## src/rtl/cpu_ctrl_pkg.sv

```systemverilog
// Shared encodings and sizing for the CPU run controller and its program loader.
package cpu_ctrl_pkg;

  localparam int MAX_WORDS  = 256;
  localparam int PIPE_DEPTH = 4;
  localparam int RUN_W      = 16;
  localparam int LEN_W      = 9;
  localparam int PIPE_W     = 3;

  typedef enum logic [2:0] {
    ST_IDLE  = 3'd0,
    ST_LOAD  = 3'd1,
    ST_PRIME = 3'd2,
    ST_FILL  = 3'd3,
    ST_RUN   = 3'd4,
    ST_DRAIN = 3'd5,
    ST_DONE  = 3'd6
  } state_e;

  function automatic logic len_ok(input logic [LEN_W-1:0] len);
    return (len != '0) && (len <= LEN_W'(MAX_WORDS));
  endfunction

endpackage

```

## src/rtl/prog_loader.sv

```systemverilog
// Streams program words into instruction memory: word counter, address generator,
// and registered s_ready / load strobe with one cycle of latency.
module prog_loader
  import cpu_ctrl_pkg::*;
(
  input  logic             clk_i,
  input  logic             reset_i,
  input  logic             start_i,
  input  logic             abort_i,
  input  logic [LEN_W-1:0] prog_len_i,
  input  logic [31:0]      prog_base_i,
  input  logic             s_valid_i,
  input  logic [31:0]      s_data_i,
  output logic             s_ready_o,
  output logic             load_enable_o,
  output logic [31:0]      load_address_o,
  output logic [31:0]      load_data_o,
  output logic             last_o
);

  logic [LEN_W-1:0] len_q, len_d;
  logic [LEN_W-1:0] idx_q, idx_d;
  logic [31:0]      base_q, base_d;
  logic             ready_q, ready_d;
  logic             strobe_q, strobe_d;
  logic [31:0]      addr_q, addr_d;
  logic [31:0]      data_q, data_d;
  logic             accept;

  // An abort in the same cycle as a handshake discards the word: the core is left in reset.
  assign accept = ready_q & s_valid_i & ~abort_i;

  always_comb begin
    len_d    = len_q;
    idx_d    = idx_q;
    base_d   = base_q;
    ready_d  = ready_q;
    strobe_d = 1'b0;
    addr_d   = addr_q;
    data_d   = data_q;
    if (start_i) begin
      len_d   = prog_len_i;
      base_d  = prog_base_i;
      idx_d   = '0;
      ready_d = 1'b1;
    end else if (abort_i) begin
      ready_d = 1'b0;
    end else if (accept) begin
      idx_d    = idx_q + LEN_W'(1);
      ready_d  = (idx_d < len_q);
      strobe_d = 1'b1;
      addr_d   = base_q + {{(32-LEN_W-2){1'b0}}, idx_q, 2'b00};
      data_d   = s_data_i;
    end
  end

  always_ff @(posedge clk_i) begin
    if (!reset_i) begin
      len_q    <= '0;
      idx_q    <= '0;
      base_q   <= '0;
      ready_q  <= 1'b0;
      strobe_q <= 1'b0;
      addr_q   <= '0;
      data_q   <= '0;
    end else begin
      len_q    <= len_d;
      idx_q    <= idx_d;
      base_q   <= base_d;
      ready_q  <= ready_d;
      strobe_q <= strobe_d;
      addr_q   <= addr_d;
      data_q   <= data_d;
    end
  end

  assign s_ready_o      = ready_q;
  assign load_enable_o  = strobe_q;
  assign load_address_o = addr_q;
  assign load_data_o    = data_q;
  assign last_o         = strobe_q && (idx_q == len_q);

endmodule

```

## src/rtl/cpu_run_controller.sv

```systemverilog
// Load / prime / fill / run / drain sequencer for the pipelined CPU core.
//  state | meaning
//  IDLE  | waiting for start, core held in reset
//  LOAD  | streaming program words into instruction memory
//  PRIME | one cycle with base_pc stable before core release
//  FILL  | fetching, writeback gated, PIPE_DEPTH cycles
//  RUN   | fetching and writing back, bounded by budget or halt
//  DRAIN | no fetch, in-flight writes retire, PIPE_DEPTH cycles
//  DONE  | job finished; core reset only if the job failed
module cpu_run_controller
  import cpu_ctrl_pkg::*;
(
  input  logic             clk_i,
  input  logic             reset_i,
  input  logic             start_i,
  input  logic [LEN_W-1:0] prog_len_i,
  input  logic [31:0]      prog_base_i,
  input  logic [RUN_W-1:0] run_cycles_i,
  input  logic             halt_req_i,
  input  logic             s_valid_i,
  input  logic [31:0]      s_data_i,
  output logic             s_ready_o,
  output logic             cpu_reset_o,
  output logic             load_enable_o,
  output logic [31:0]      load_address_o,
  output logic [31:0]      load_data_o,
  output logic [31:0]      base_pc_o,
  output logic             fetch_enable_o,
  output logic             reg_write_enable_o,
  output logic             busy_o,
  output logic             done_o,
  output logic             err_o,
  output logic [31:0]      cycle_count_o
);

  state_e           state_q, state_d;
  logic [RUN_W-1:0] run_len_q, run_len_d;
  logic [RUN_W-1:0] run_cnt_q, run_cnt_d;
  logic [PIPE_W-1:0] pipe_cnt_q, pipe_cnt_d;
  logic [31:0]      base_pc_q, base_pc_d;
  logic [31:0]      cycle_cnt_q, cycle_cnt_d;
  logic             err_q, err_d;
  logic             start_acc, len_good, load_last, loader_abort;

  assign start_acc    = start_i && ((state_q == ST_IDLE) || (state_q == ST_DONE));
  assign len_good     = len_ok(prog_len_i);
  assign loader_abort = (state_q == ST_LOAD) && halt_req_i;

  prog_loader u_loader (
    .clk_i          (clk_i),
    .reset_i        (reset_i),
    .start_i        (start_acc && len_good),
    .abort_i        (loader_abort),
    .prog_len_i     (prog_len_i),
    .prog_base_i    (prog_base_i),
    .s_valid_i      (s_valid_i),
    .s_data_i       (s_data_i),
    .s_ready_o      (s_ready_o),
    .load_enable_o  (load_enable_o),
    .load_address_o (load_address_o),
    .load_data_o    (load_data_o),
    .last_o         (load_last)
  );

  always_comb begin
    state_d     = state_q;
    run_len_d   = run_len_q;
    run_cnt_d   = run_cnt_q;
    pipe_cnt_d  = pipe_cnt_q;
    base_pc_d   = base_pc_q;
    err_d       = err_q;
    cycle_cnt_d = cycle_cnt_q;

    if (((state_q == ST_FILL) || (state_q == ST_RUN) || (state_q == ST_DRAIN)) &&
        (cycle_cnt_q != '1)) begin
      cycle_cnt_d = cycle_cnt_q + 32'd1;
    end

    case (state_q)
      ST_IDLE, ST_DONE: begin
        if (start_acc) begin
          run_len_d   = run_cycles_i;
          base_pc_d   = prog_base_i;
          cycle_cnt_d = '0;
          err_d       = !len_good;
          state_d     = len_good ? ST_LOAD : ST_DONE;
        end
      end
      ST_LOAD: begin
        if (halt_req_i) begin
          err_d   = 1'b1;
          state_d = ST_DONE;
        end else if (load_last) begin
          state_d = ST_PRIME;
        end
      end
      ST_PRIME: begin
        pipe_cnt_d = PIPE_W'(PIPE_DEPTH - 1);
        state_d    = ST_FILL;
      end
      ST_FILL: begin
        if (halt_req_i) begin
          pipe_cnt_d = PIPE_W'(PIPE_DEPTH - 1);
          state_d    = ST_DRAIN;
        end else if (pipe_cnt_q == '0) begin
          run_cnt_d = RUN_W'(1);
          state_d   = ST_RUN;
        end else begin
          pipe_cnt_d = pipe_cnt_q - PIPE_W'(1);
        end
      end
      ST_RUN: begin
        // run_cnt_q counts the current RUN cycle, starting at 1.
        if (halt_req_i || ((run_len_q != '0) && (run_cnt_q == run_len_q))) begin
          pipe_cnt_d = PIPE_W'(PIPE_DEPTH - 1);
          state_d    = ST_DRAIN;
        end else begin
          run_cnt_d = run_cnt_q + RUN_W'(1);
        end
      end
      ST_DRAIN: begin
        if (pipe_cnt_q == '0) begin
          state_d = ST_DONE;
        end else begin
          pipe_cnt_d = pipe_cnt_q - PIPE_W'(1);
        end
      end
      default: state_d = ST_IDLE;
    endcase
  end

  always_ff @(posedge clk_i) begin
    if (!reset_i) begin
      state_q     <= ST_IDLE;
      run_len_q   <= '0;
      run_cnt_q   <= '0;
      pipe_cnt_q  <= '0;
      base_pc_q   <= '0;
      err_q       <= 1'b0;
      cycle_cnt_q <= '0;
    end else begin
      state_q     <= state_d;
      run_len_q   <= run_len_d;
      run_cnt_q   <= run_cnt_d;
      pipe_cnt_q  <= pipe_cnt_d;
      base_pc_q   <= base_pc_d;
      err_q       <= err_d;
      cycle_cnt_q <= cycle_cnt_d;
    end
  end

  // A failed job never released the core, so it stays in reset through DONE.
  assign cpu_reset_o        = (state_q == ST_IDLE) || (state_q == ST_LOAD) ||
                              (state_q == ST_PRIME) || ((state_q == ST_DONE) && err_q);
  assign busy_o             = (state_q == ST_LOAD) || (state_q == ST_PRIME) ||
                              (state_q == ST_FILL) || (state_q == ST_RUN) ||
                              (state_q == ST_DRAIN);
  assign done_o             = (state_q == ST_DONE);
  assign fetch_enable_o     = (state_q == ST_FILL) || (state_q == ST_RUN);
  assign reg_write_enable_o = (state_q == ST_RUN) || (state_q == ST_DRAIN);
  assign err_o              = err_q;
  assign base_pc_o          = base_pc_q;
  assign cycle_count_o      = cycle_cnt_q;

endmodule

```

## config.mk

```make
export PLATFORM = sky130hd
export DESIGN_NAME = cpu_run_controller
export DESIGN_NICKNAME = d
export VERILOG_FILES = /design/src/rtl/cpu_ctrl_pkg.sv /design/src/rtl/prog_loader.sv /design/src/rtl/cpu_run_controller.sv
export SDC_FILE = /design/constraint.sdc
export NUM_CORES = 1
export LEC_CHECK = 0
export BUFFER_PORTS_ARGS = -buffer_cell sky130_fd_sc_hd__buf_2
export CAP_MARGIN = 10
export CELL_PAD_IN_SITES_DETAIL_PLACEMENT = 1
export CELL_PAD_IN_SITES_GLOBAL_PLACEMENT = 1
export CORE_UTILIZATION = 39
export CTS_CLUSTER_DIAMETER = 120
export DETAILED_ROUTE_END_ITERATION = 10
export PLACE_DENSITY = 0.83
export RECOVER_POWER = 100
export SYNTH_ARGS = -nofsm -noshare
export SYNTH_HDL_FRONTEND = slang
export SYNTH_SLANG_ARGS = --single-unit
```

## constraint.sdc

```tcl
create_clock -name clk_i -period 2.6 [get_ports clk_i]
set_input_delay 0.13 -clock clk_i [delete_from_list [all_inputs] [get_ports clk_i]]
set_output_delay 0.13 -clock clk_i [all_outputs]
set_load 0.01 [all_outputs]
```

# ---- After elaboration in Yosys (flattened, before gate mapping)
# Index checks and enable logic that the tools add are counted.
dict set report word_totals {
  in_bits 94
  regBits 219
  out_inout_bits 136
  wordCells 110
}
dict set report op_classes {
  eq_ne 18
  n_bitwise 5
  n_reduce_logical 39
  add_sub_neg 5
  n_lt_le_gt_ge 2
  muxes 27
}
# cell n
set op_table {}
lappend op_table {{32-bit 2-to-1 mux} 3}
lappend op_table {{16-bit 2-to-1 mux} 3}
lappend op_table {{3-bit 2-to-1 mux} 11}
lappend op_table {{32-bit by 1-bit adder with 32-bit output (second input constant)} 1}
lappend op_table {{32-bit by 11-bit adder with 32-bit output} 1}
lappend op_table {{32-bit inequality test (second input constant)} 1}
lappend op_table {{16-bit case mux with 2 select lines} 1}
lappend op_table {{3-bit case mux with 6 select lines} 1}
lappend op_table {{16-bit by 1-bit adder with 16-bit output (second input constant)} 1}
lappend op_table {{16-bit == test} 1}
lappend op_table {{16-bit nonzero test} 1}
lappend op_table {{1-bit logical OR} 12}
lappend op_table {{3-bit case mux with 4 select lines} 1}
lappend op_table {{9-bit by 1-bit adder with 9-bit output (second input constant)} 1}
lappend op_table {{3-bit == test (second input constant)} 3}
lappend op_table {{9-bit == test} 1}
lappend op_table {{9-bit <= comparator (second input constant)} 1}
lappend op_table {{9-bit < comparator} 1}
lappend op_table {{9-bit nonzero test} 1}
lappend op_table {{1-bit logical AND} 8}
lappend op_table {{2-bit inequality test (second input constant)} 4}
lappend op_table {{3-bit by 2-bit == test with 1-bit output (second input constant)} 2}
lappend op_table {{3-bit zero test} 2}
lappend op_table {{1-bit 2-to-1 mux} 6}
lappend op_table {{other kinds (18)} 28}

# ---- Longest topological paths before layout
# Gate-level depths: netlist of the first run.
dict set report depth {
  word_depth 7
  ltp_mapped 11
  ltp_nobuf 9
}

# ---- Hierarchy
# Synthesis of the first run repeated with hierarchy kept, for this count alone.
dict set report hier_totals {
  hier_cells 1239
  hier_area_um2 10248.6
}
# mod area_per_inst_um2 instances cells_each seq_area_each_um2
set by_module_without_submodules {}
lappend by_module_without_submodules {prog_loader 5220.0 1 610 2322.2}
lappend by_module_without_submodules {cpu_run_controller 5028.6 1 629 2062.0}

# ---- Worst setup path after synthesis of the first run
# Ideal clock, no wire load.
dict set report synth_path {
  kind {register to register}
  startpoint {reg u_loader.idx_q[0]}
  endpoint {reg u_loader.addr_q[18] (netlist: u_loader.load_address_o[18])}
  t_arrival_ps 2181
  required_ps 2467
  path_buffers 0
  setup_time_ps 133
  stages_incl_launch_ff 10
  setup_slack_ps 286
  period_less_slack_ps 2314
  cell_sequence {dfxtp_1 -> ha_1 -> fa_1 -> a21o_1 -> a211oi_1 -> o21ai_0 -> o31a_1 -> nand4_1 -> xor2_1 -> a211oi_1}
}
dict set report synth_via {
  elab_chain_cells 1
}
# element line_no
set synth_lines {}
lappend synth_lines {{from (decl)} prog_loader.sv:22} ;# logic [LEN_W-1:0] idx_q, idx_d;
lappend synth_lines {{from (signal assigned)} prog_loader.sv:68} ;# idx_q <= idx_d;
lappend synth_lines {{32-bit by 11-bit adder with 32-bit output} prog_loader.sv:52} ;# addr_d = base_q + {{(32-LEN_W-2){1'b0}}, idx_q, 2'b00};
lappend synth_lines {{to (signal assigned)} prog_loader.sv:72} ;# addr_q <= addr_d;
lappend synth_lines {{to (decl)} prog_loader.sv:26} ;# logic [31:0] addr_q, addr_d;
# Every way passes these cells.
# A chain may end at the register's enable or synchronous reset.

# ---- Worst setup path after layout of the first run
dict set report layout_path {
  startpoint {reg u_loader.base_q[2]}
  endpoint {reg u_loader.addr_q[20] (netlist: u_loader.load_address_o[20])}
}
dict set report layout_via {
  elab_chain_cells 1
}
# element line_no
set layout_lines {}
lappend layout_lines {{from (decl)} prog_loader.sv:23} ;# logic [31:0] base_q, base_d;
lappend layout_lines {{from (signal assigned)} prog_loader.sv:69} ;# base_q <= base_d;
lappend layout_lines {{32-bit by 11-bit adder with 32-bit output} prog_loader.sv:52}
# Every way passes these cells.

==> results of run 1 <==
[cell type report]
cell class	instances	area, um^2
fillers	3076	11600
multi-input cells	920	5160
flip-flops and latches	219	4380
repair buffers	349	2130
clock buffers	38	757
well taps	324	405
inverters	20	77.6
clock inverters	6	55.1
diodes	5	12.5
[synth_stat cells, drive strengths merged (22+ instances only)]
cell type    n  share of area, %
nand2      316                12
dfxtp      219                44
a21oi      166               8.4
nor2        85               3.4
xor2        62               5.5
xnor2       42               3.7
clkbuf      36               1.4
o21ai       32               1.6
buf         30               1.8
nand3       30               1.6
ha          23               2.9
nand4       22               1.5
[per-stage QoR]
step | cells | power (mW) | util (%)
after detailed placement | 1739 | 6.38 | 46.3
final | 1881 | 9.98 | 52.8
after global placement | 1739 | 6.28 | 46.3
after CTS | 1875 | 10.0 | 53.4
after global routing | 1880 | 10.5 | 52.8
after floorplan | 1225 | 5.57 | -
[timing repair]
item                                    4_1_cts  5_1_grt
hold endpoints to repair                    125        0
resized for setup                             1        7
cloned                                        0        0
pin swaps                                     1        6
endpoints found under the setup margin        8        9
hold buffers                                 92        0
setup buffers                                 0        1
[metal layers]
metal	vias up	global-route usage, %
li1	4755	-
met1	4917	29.9
met2	293	46.8
met3	128	5.01
met4	0	13.9
met5	-	0
[report_power, final]
part           total [mW]  switching (mW)  internal [mW]  leakage [nW]
sequential           4.06           0.346           3.71          1.78
clock                3.50            1.41           2.10         0.403
combinational        2.42            1.55          0.870          2.75
total                9.98            3.30           6.68          4.93
[state kept, by name, summed over array words and instances, names as in the netlist]
register / flops
state_q: 3
u_loader.len_q: 9
u_loader.idx_q: 9
u_loader.s_ready_o: 1
cycle_count_o: 32
u_loader.base_q: 32
u_loader.load_enable_o: 1
pipe_cnt_q: 3
u_loader.load_address_o: 32
err_o: 1
run_len_q: 16
run_cnt_q: 16
u_loader.load_data_o: 32
base_pc_o: 32
[cell families (layout without fill, tap and decap cells)]
family                     Yosys count  in the layout  synth area share [%]
adders and majority gates           24             24                  3.11
muxes                                3              3                 0.316
DFF                                219            219                  44.3
AOI/OAI and AO/OA                  242            242                  13.8
other                                0              5                     0
xor gates and xnor gates           104            104                  9.20
and+or+nand+nor                    547            547                  25.4
buffers and inverters               86            413                  3.89
[worst min-delay path, cell delays in order]
cell	delay, ns
buf_2	0.12
nand2_2	0.28
nand2_1	0.16
a21oi_1	0.05
[worst max-delay path by stage]
stage	start	endpoint	cells after the start
2_1_floorplan	u_loader.idx_q[0]	u_loader.load_address_o[18]	9
3_3_place_gp	u_loader.base_q[2]	u_loader.load_address_o[18]	9
3_5_place_dp	u_loader.base_q[2]	u_loader.load_address_o[24]	9
4_1_cts	u_loader.base_q[2]	u_loader.load_address_o[24]	9
5_1_grt	u_loader.base_q[2]	u_loader.load_address_o[18]	9
6_report	u_loader.base_q[2]	u_loader.load_address_o[20]	9
==> results.cfg, run 1 <==
[synthesis]
avgSynthCellArea_um2 = 8.08
async_flop_share_pct = 0
ys_warn_count = 0
synth_edf_count = 0
synth.net_count = 1343
synth-seq-area-share_pct = 44.3
ys_ff_latch = 219
yosysUniqueCellTypes = 69
synthFlopType = dfxtp_1
syn_inst = 1225
syn-cell-area_um2 = 9900

[global_route]
antenna_found_initial = 4
grt-ovfl-total = 0
grt_first_pass_wirelength_um = 55200
grt_max_degree = 61
grt_usage_pct = 26.3
grt_pass1_vias = 10600

[setup_path]
cp.required_ns = 3.03
crit_family = compound AO/OA/AOI/OAI gates
r2r_end = u_loader.load_address_o[20]
rrSetupSlack_ns = 0.08
critPathKind = reg2reg
slowest_stage = o31a_1
r2r_cells = 9
critPathLaunchType = flop
crit_chain = ha_2 -> fa_2 -> a21o_1 -> a211oi_4 -> o21ai_2 -> o31a_1 -> nand3_1 -> xor2_1 -> a211oi_1
r2r_start = u_loader.base_q[2]
crit_path_max_incr_delay_ns = 0.42
cp_num_buf_inv = 0
worstSetupEndpointType = flop
worstPathArrival_ns = 2.94
crit_fanout = 8

[layout]
final_cell_area_um2 = 13000
syn_to_final_growth_pct = 31.1
fin_nets = 1654
mostFrequentLayoutCell = nand2_1
drive_above_1_share_pct = 12.1
mostFrequentLayoutCells = nand2_1 (314), dfxtp_1 (219), a21oi_1 (166)

[floorplanning]
core_area_um2 = 24600
die_x_um = 161
start_util_pct = 40.2
rows = 57
io_pins = 230
die_h_um = 161
dieArea_um2 = 26000

[hold_path]
min_path_type = in2reg
hold_end = base_pc_o[31]
hold_start = start_i
worstHoldPathCells = 4

[placed_design]
dpl.hpwl_um = 21500
port_buffers = 229
globalplace.congestion = 0.837
placedInstanceArea_um2 = 11400
preCtsSetupSlack_ns = -0.0919

[routing]
routed_wl_um = 35200
routedWlPerCell_um = 18.7
wl_met1_um = 14400
route.met3.wl_um = 1550
top_layer = met4
vias = 10100
ant_nets = 0
drt_iter0_drc = 458
dr_wl_met2_um = 17400
drt_pass1_iterations = 5
avgViaCountPerCell = 5.37
drc = 0

[timing]
tightestPinTransition_ns = 0.739
hold_ws_ns = 0.290
finalClockSkew_ns = 0.0114
tns_ns = 0
finalWorstSetupSlack_ns = 0.0831
post-route-period-util_pct = 96.8
slew_headroom_pct = 50.7
drv_slew = 0
finalHoldViolCount = 0
finalSetupViolCount = 0
max_freq_mhz = 397
period_needed_ns = 2.52

[pwr]
ir_drop_mv = 0.495
p_per_area_nw_per_um2 = 769
leakage_nw = 4.93

[clocking]
root_buffer = clkbuf_16
htreeDepth = 1
clkTransAtPathRegs_ns = 0.06
cts_tree = built
numClockSinks = 219
cts_inserted_buffers = 26
clk_latency_ns = 0.52
cts_buffer_depth = 3

[run]
drv_cap = 0

[outcome]
status = finished clean
(Power assumes the default switching activity.)
==> run 2, diff against run 1 <==
Settings changed: CAP_MARGIN 10 to not set, RECOVER_POWER 100 to 50.
==> results.cfg, run 2 (same netlist as run 1, synthesis figures left out) <==
[clocking]
cts_tree = built
cts_buffer_depth = 3
numClockSinks = 219
cts_inserted_buffers = 26
root_buffer = clkbuf_16
clk_latency_ns = 0.52
clkTransAtPathRegs_ns = 0.06
htreeDepth = 1

[outcome]
status = finished clean

[timing]
max_freq_mhz = 397
drv_slew = 0
tightestPinTransition_ns = 0.740
post-route-period-util_pct = 96.8
finalClockSkew_ns = 0.0114
finalSetupViolCount = 0
period_needed_ns = 2.52
finalHoldViolCount = 0
slew_headroom_pct = 50.7

[floorplanning]
start_util_pct = 40.2
die_x_um = 161
die_h_um = 161
io_pins = 230
rows = 57
dieArea_um2 = 26000
core_area_um2 = 24600

[setup_path]
cp.required_ns = 3.03
worstPathArrival_ns = 2.94
crit_fanout = 8
r2r_start = u_loader.base_q[2]
startpoint = u_loader.base_q[2]
worstSetupEndpointType = flop
critPathKind = reg2reg
critPathLaunchType = flop

[layout]
fin_cells = 1881
syn_to_final_growth_pct = 31.2
drive_above_1_share_pct = 12.2
mostFrequentLayoutCells = nand2_1 (313), dfxtp_1 (219), a21oi_1 (166)
utilization_pct = 52.8
fin_nets = 1654
final_cell_area_um2 = 13000
mostFrequentLayoutCell = nand2_1
final.fill_count = 3075

[routing]
drt_iter0_drc = 457
routed_wl_um = 35200
ant_nets = 0
routedWlPerCell_um = 18.7
drc = 0
drt_pass1_iterations = 5
avgViaCountPerCell = 5.36
vias = 10100

[placed_design]
placedInstanceArea_um2 = 11400
globalplace.congestion = 0.837
dpl.hpwl_um = 21500
port_buffers = 229
dp.cells = 1739

[pwr]
power_mw = 9.99
ir_drop_mv = 0.495
leakage_nw = 4.94
p_per_area_nw_per_um2 = 768

[global_route]
grt_max_degree = 61
grt_first_pass_wirelength_um = 55200
use_met1_pct = 29.9
grt_usage_pct = 26.3
met2_usage_pct = 46.8
antenna_found_initial = 4
grt-ovfl-total = 0
busiest_layer = met2
grt_use_met3_pct = 5.01
grt_pass1_vias = 10600

[hold_path]
min_path_type = in2reg
hold_start = start_i

[run]
drv_cap = 0
==> run 2: cell types whose count changed in the layout (fill, tap and decap cells not counted) <==
cell	change
buf_12	+1
buf_2	-1
buf_4	+1
buf_6	-1
nand2_1	-1
nand2_2	+1
==> run 2: timing repair <==
| item | CTS | global route |
|---|---|---|
| hold buffers | 92 | 0 |
| setup buffers | 0 | 1 |
| cloned | 0 | 0 |
| hold endpoints to repair | 125 | 0 |
| resized for setup | 1 | 7 |
| pin swaps | 1 | 6 |
| setup endpoints to repair | 8 | 9 |
==> run 2: worst max-delay path: stages (launching register included) <==
cell and delay (ns):
dfxtp_1 0.32, ha_2 0.19, fa_2 0.36, a21o_1 0.24, a211oi_4 0.36, o21ai_2 0.08, o31a_1 0.42, nand3_1 0.14
xor2_1 0.07, a211oi_1 0.23
==> run 2: area by class of cell <==
class	instances	area, um^2	area share (%)
clock buffers	38	757	5.82
flip-flops and latches	219	4380	33.7
repair buffers	349	2140	16.5
well taps	324	405	3.12
clock inverters	6	55.1	0.424
inverters	20	77.6	0.597
diodes	5	12.5	0.0963
multi-input cells	920	5160	39.7
==> run 2: path summary, 6_finish.rpt <==
| kind | endpoint | slack [ns] | cells after the start |
|---|---|---|---|
| setup / recovery | u_loader.load_address_o[20] | 0.08 | 9 |
| hold / removal | base_pc_o[31] | 0.29 | 4 |
| setup reg to reg | u_loader.load_address_o[20] | 0.08 | 9 |
| hold reg to reg | u_loader.load_address_o[10] | 0.45 | 2 |
==> run 2: stage by stage <==
stage / setup WS, ns / TNS, ns / hold WS, ns
3_5_place_dp: -0.0919 / -0.526 / 0.355
5_1_grt: -0.0287 / -0.103 / 0.306
4_1_cts: 0.0322 / 0 / 0.242
3_3_place_gp: 0.0294 / 0 / 0.346
2_1_floorplan: 0.286 / 0 / 0.231
6_report: 0.0831 / 0 / 0.288
==> run 2: layer usage <==
metal	share of wire, %	routed length (um)	vias up
met4	5.2	1820	0
met5	0	0	-
met2	50	17400	293
li1	-	-	4755
met1	41	14400	4914
met3	4.4	1550	128
==> run 2: power by group <==
group          switching [mW]  leakage, nW  internal, mW  total [mW]
registers               0.346         1.78          3.71        4.06
clock network            1.41        0.403          2.10        3.50
logic                    1.55         2.76         0.876        2.43
==> run 3, diff against run 2 <==
Settings changed: GPL_TIMING_DRIVEN set to 0.
==> results.cfg, run 3 (same netlist as run 1, synthesis figures left out) <==
[setup_path]
slowest_stage = o31a_2
r2r_cells = 9
worstSetupEndpointType = flop
cp_num_buf_inv = 0
r2r_start = u_loader.idx_q[0]
crit_path_frequent_cell = a211oi_2
crit_fanout = 8
critPathLaunchType = flop
critPathKind = reg2reg
cp.depth = 9
r2r_end = u_loader.load_address_o[20]
crit_family = compound AO/OA/AOI/OAI gates
crit_path_max_incr_delay_ns = 0.40
startpoint = u_loader.idx_q[0]
crit_chain = ha_1 -> fa_2 -> a21o_1 -> a211oi_2 -> o21ai_0 -> o31a_2 -> nand3_1 -> xor2_2 -> a211oi_2
rrSetupSlack_ns = 0.08
cp.required_ns = 2.99
worstPathArrival_ns = 2.91

[hold_path]
hold_start = start_i
min_path_type = in2reg
hold_end = cycle_count_o[26]
worstHoldPathCells = 4

[layout]
mostFrequentLayoutCells = nand2_1 (314), dfxtp_1 (216), clkbuf_1 (178)
final_cell_area_um2 = 13100
fin_cells = 1918
mostFrequentLayoutCell = nand2_1
drive_above_1_share_pct = 12.3
syn_to_final_growth_pct = 32.4
fin_nets = 1689

[pwr]
seqPwrFrac_pct = 39.7
pwr-share-clk_pct = 35.3
p_int_mw = 6.69
p_sw_mw = 3.49
p_per_area_nw_per_um2 = 776
ir_drop_mv = 0.404
leakage_nw = 4.96
switching_share_pct = 34.3
pwr-share-comb_pct = 25.0

[clocking]
root_buffer = clkbuf_16
clk_latency_ns = 0.53
clkTransAtPathRegs_ns = 0.07
cts_buffer_depth = 3
cts_tree = built
numClockSinks = 219
cts_inserted_buffers = 25
htreeDepth = 1

[floorplanning]
die_x_um = 161
die_h_um = 161
rows = 57
dieArea_um2 = 26000
core_area_um2 = 24600
start_util_pct = 40.2
io_pins = 230

[routing]
ant_nets = 0
routed_wl_um = 37700
routedWlPerCell_um = 19.7
drt_pass1_iterations = 4
drt_iter0_drc = 659
avgViaCountPerCell = 5.36
vias = 10300
drc = 0

[global_route]
antenna_found_initial = 5
grt_pass1_vias = 11100
grt_max_degree = 13
grt_first_pass_wirelength_um = 59100
grt-ovfl-total = 0
grt_usage_pct = 28.6

[timing]
tightestPinTransition_ns = 0.737
tns_ns = 0
drv_slew = 0
max_freq_mhz = 396
period_needed_ns = 2.52
slew_headroom_pct = 50.8
finalSetupViolCount = 0
finalHoldViolCount = 0
finalClockSkew_ns = 0.0165
post-route-period-util_pct = 97.0

[run]
drv_cap = 0

[placed_design]
globalplace.congestion = 0.838
dp.cells = 1776
dpl.hpwl_um = 23800
port_buffers = 227
placedInstanceArea_um2 = 11400

[outcome]
status = finished clean
run 3: cell types whose count changed in the layout (fill, tap and decap cells not counted), moves of 2 or more:
cell / previous run / this run
a211oi_2: 0 / 2
nand2_2: 3 / 0
and2_2: 2 / 0
buf_2: 96 / 110
xor2_1: 62 / 58
xor2_2: 0 / 3
buf_12: 3 / 0
clkbuf_16: 27 / 25
clkbuf_4: 0 / 2
nand2_4: 0 / 2
dfxtp_2: 0 / 3
dfxtp_1: 219 / 216
clkbuf_1: 142 / 178
buf_4: 20 / 7
run 3: per-stage QoR:
| stage | hold slack, ns | setup slack, ns | power (mW) | util [%] |
|---|---|---|---|---|
| 4_1_cts | 0.234 | 0.00669 | 10.1 | 53.6 |
| 3_3_place_gp | 0.341 | -0.179 | 6.35 | 46.5 |
| 6_report | 0.276 | 0.0771 | 10.2 | 53.3 |
| 2_1_floorplan | 0.231 | 0.286 | 5.57 | - |
| 5_1_grt | 0.264 | -0.0190 | 10.6 | 53.3 |
| 3_5_place_dp | 0.358 | -0.191 | 6.43 | 46.5 |
run 3: worst max-delay path by stage:
stage | endpoint | slack, ns
2_1_floorplan | u_loader.load_address_o[18] | 0.29
3_3_place_gp | u_loader.load_address_o[30] | -0.18
3_5_place_dp | u_loader.load_address_o[30] | -0.19
4_1_cts | u_loader.load_address_o[2] | 0.007
5_1_grt | u_loader.load_address_o[31] | -0.02
6_report | u_loader.load_address_o[20] | 0.08
run 3: area by class of cell:
cell class                 instances  area (um^2)
antenna                            5         12.5
buffer                            66          312
clock buffer                      35          703
clock inverter                    10          106
fill                            3119        11500
inverter                          20         75.1
multi-input combinational        920         5220
sequential                       219         4390
tap                              324          405
timing repair buffer             319         1890
run 3: worst register-to-register path, delay by kind of cell, from the launching register on:
family / cells / cell delay (ns)
flip-flops: 1 / 0.36
AO/OA/AOI/OAI: 5 / 1.07
XOR/XNOR: 1 / 0.19
AND/OR/NAND/NOR: 1 / 0.16
adder cells (fa/ha/maj): 2 / 0.59
run 3: metal layers:
| metal | share of wire (%) | vias up | routed length, um | GRT usage, % |
|---|---|---|---|---|
| met5 | 0 | - | 0 | 0 |
| met4 | 4.3 | 0 | 1630 | 14.5 |
| met3 | 5.5 | 113 | 2070 | 5.32 |
| met2 | 50 | 353 | 18800 | 50.8 |
| met1 | 40 | 4979 | 15200 | 32.6 |
| li1 | - | 4837 | - | - |
run 3: what timing repair did:
action	CTS	global route
gates resized for setup	6	19
buffers inserted	0	0
pin swaps	4	1
hold endpoints to repair	124	0
hold buffers	92	0
endpoints found under the setup margin	9	114
run 3: power by group through the flow:
stage	clock network [mW]	logic, mW	registers (mW)
after floorplan	0	1.49	4.08
after global placement	0	2.30	4.05
after detailed placement	0	2.36	4.07
after CTS	3.61	2.49	4.00
after global routing	3.78	2.79	4.07
final	3.60	2.55	4.04
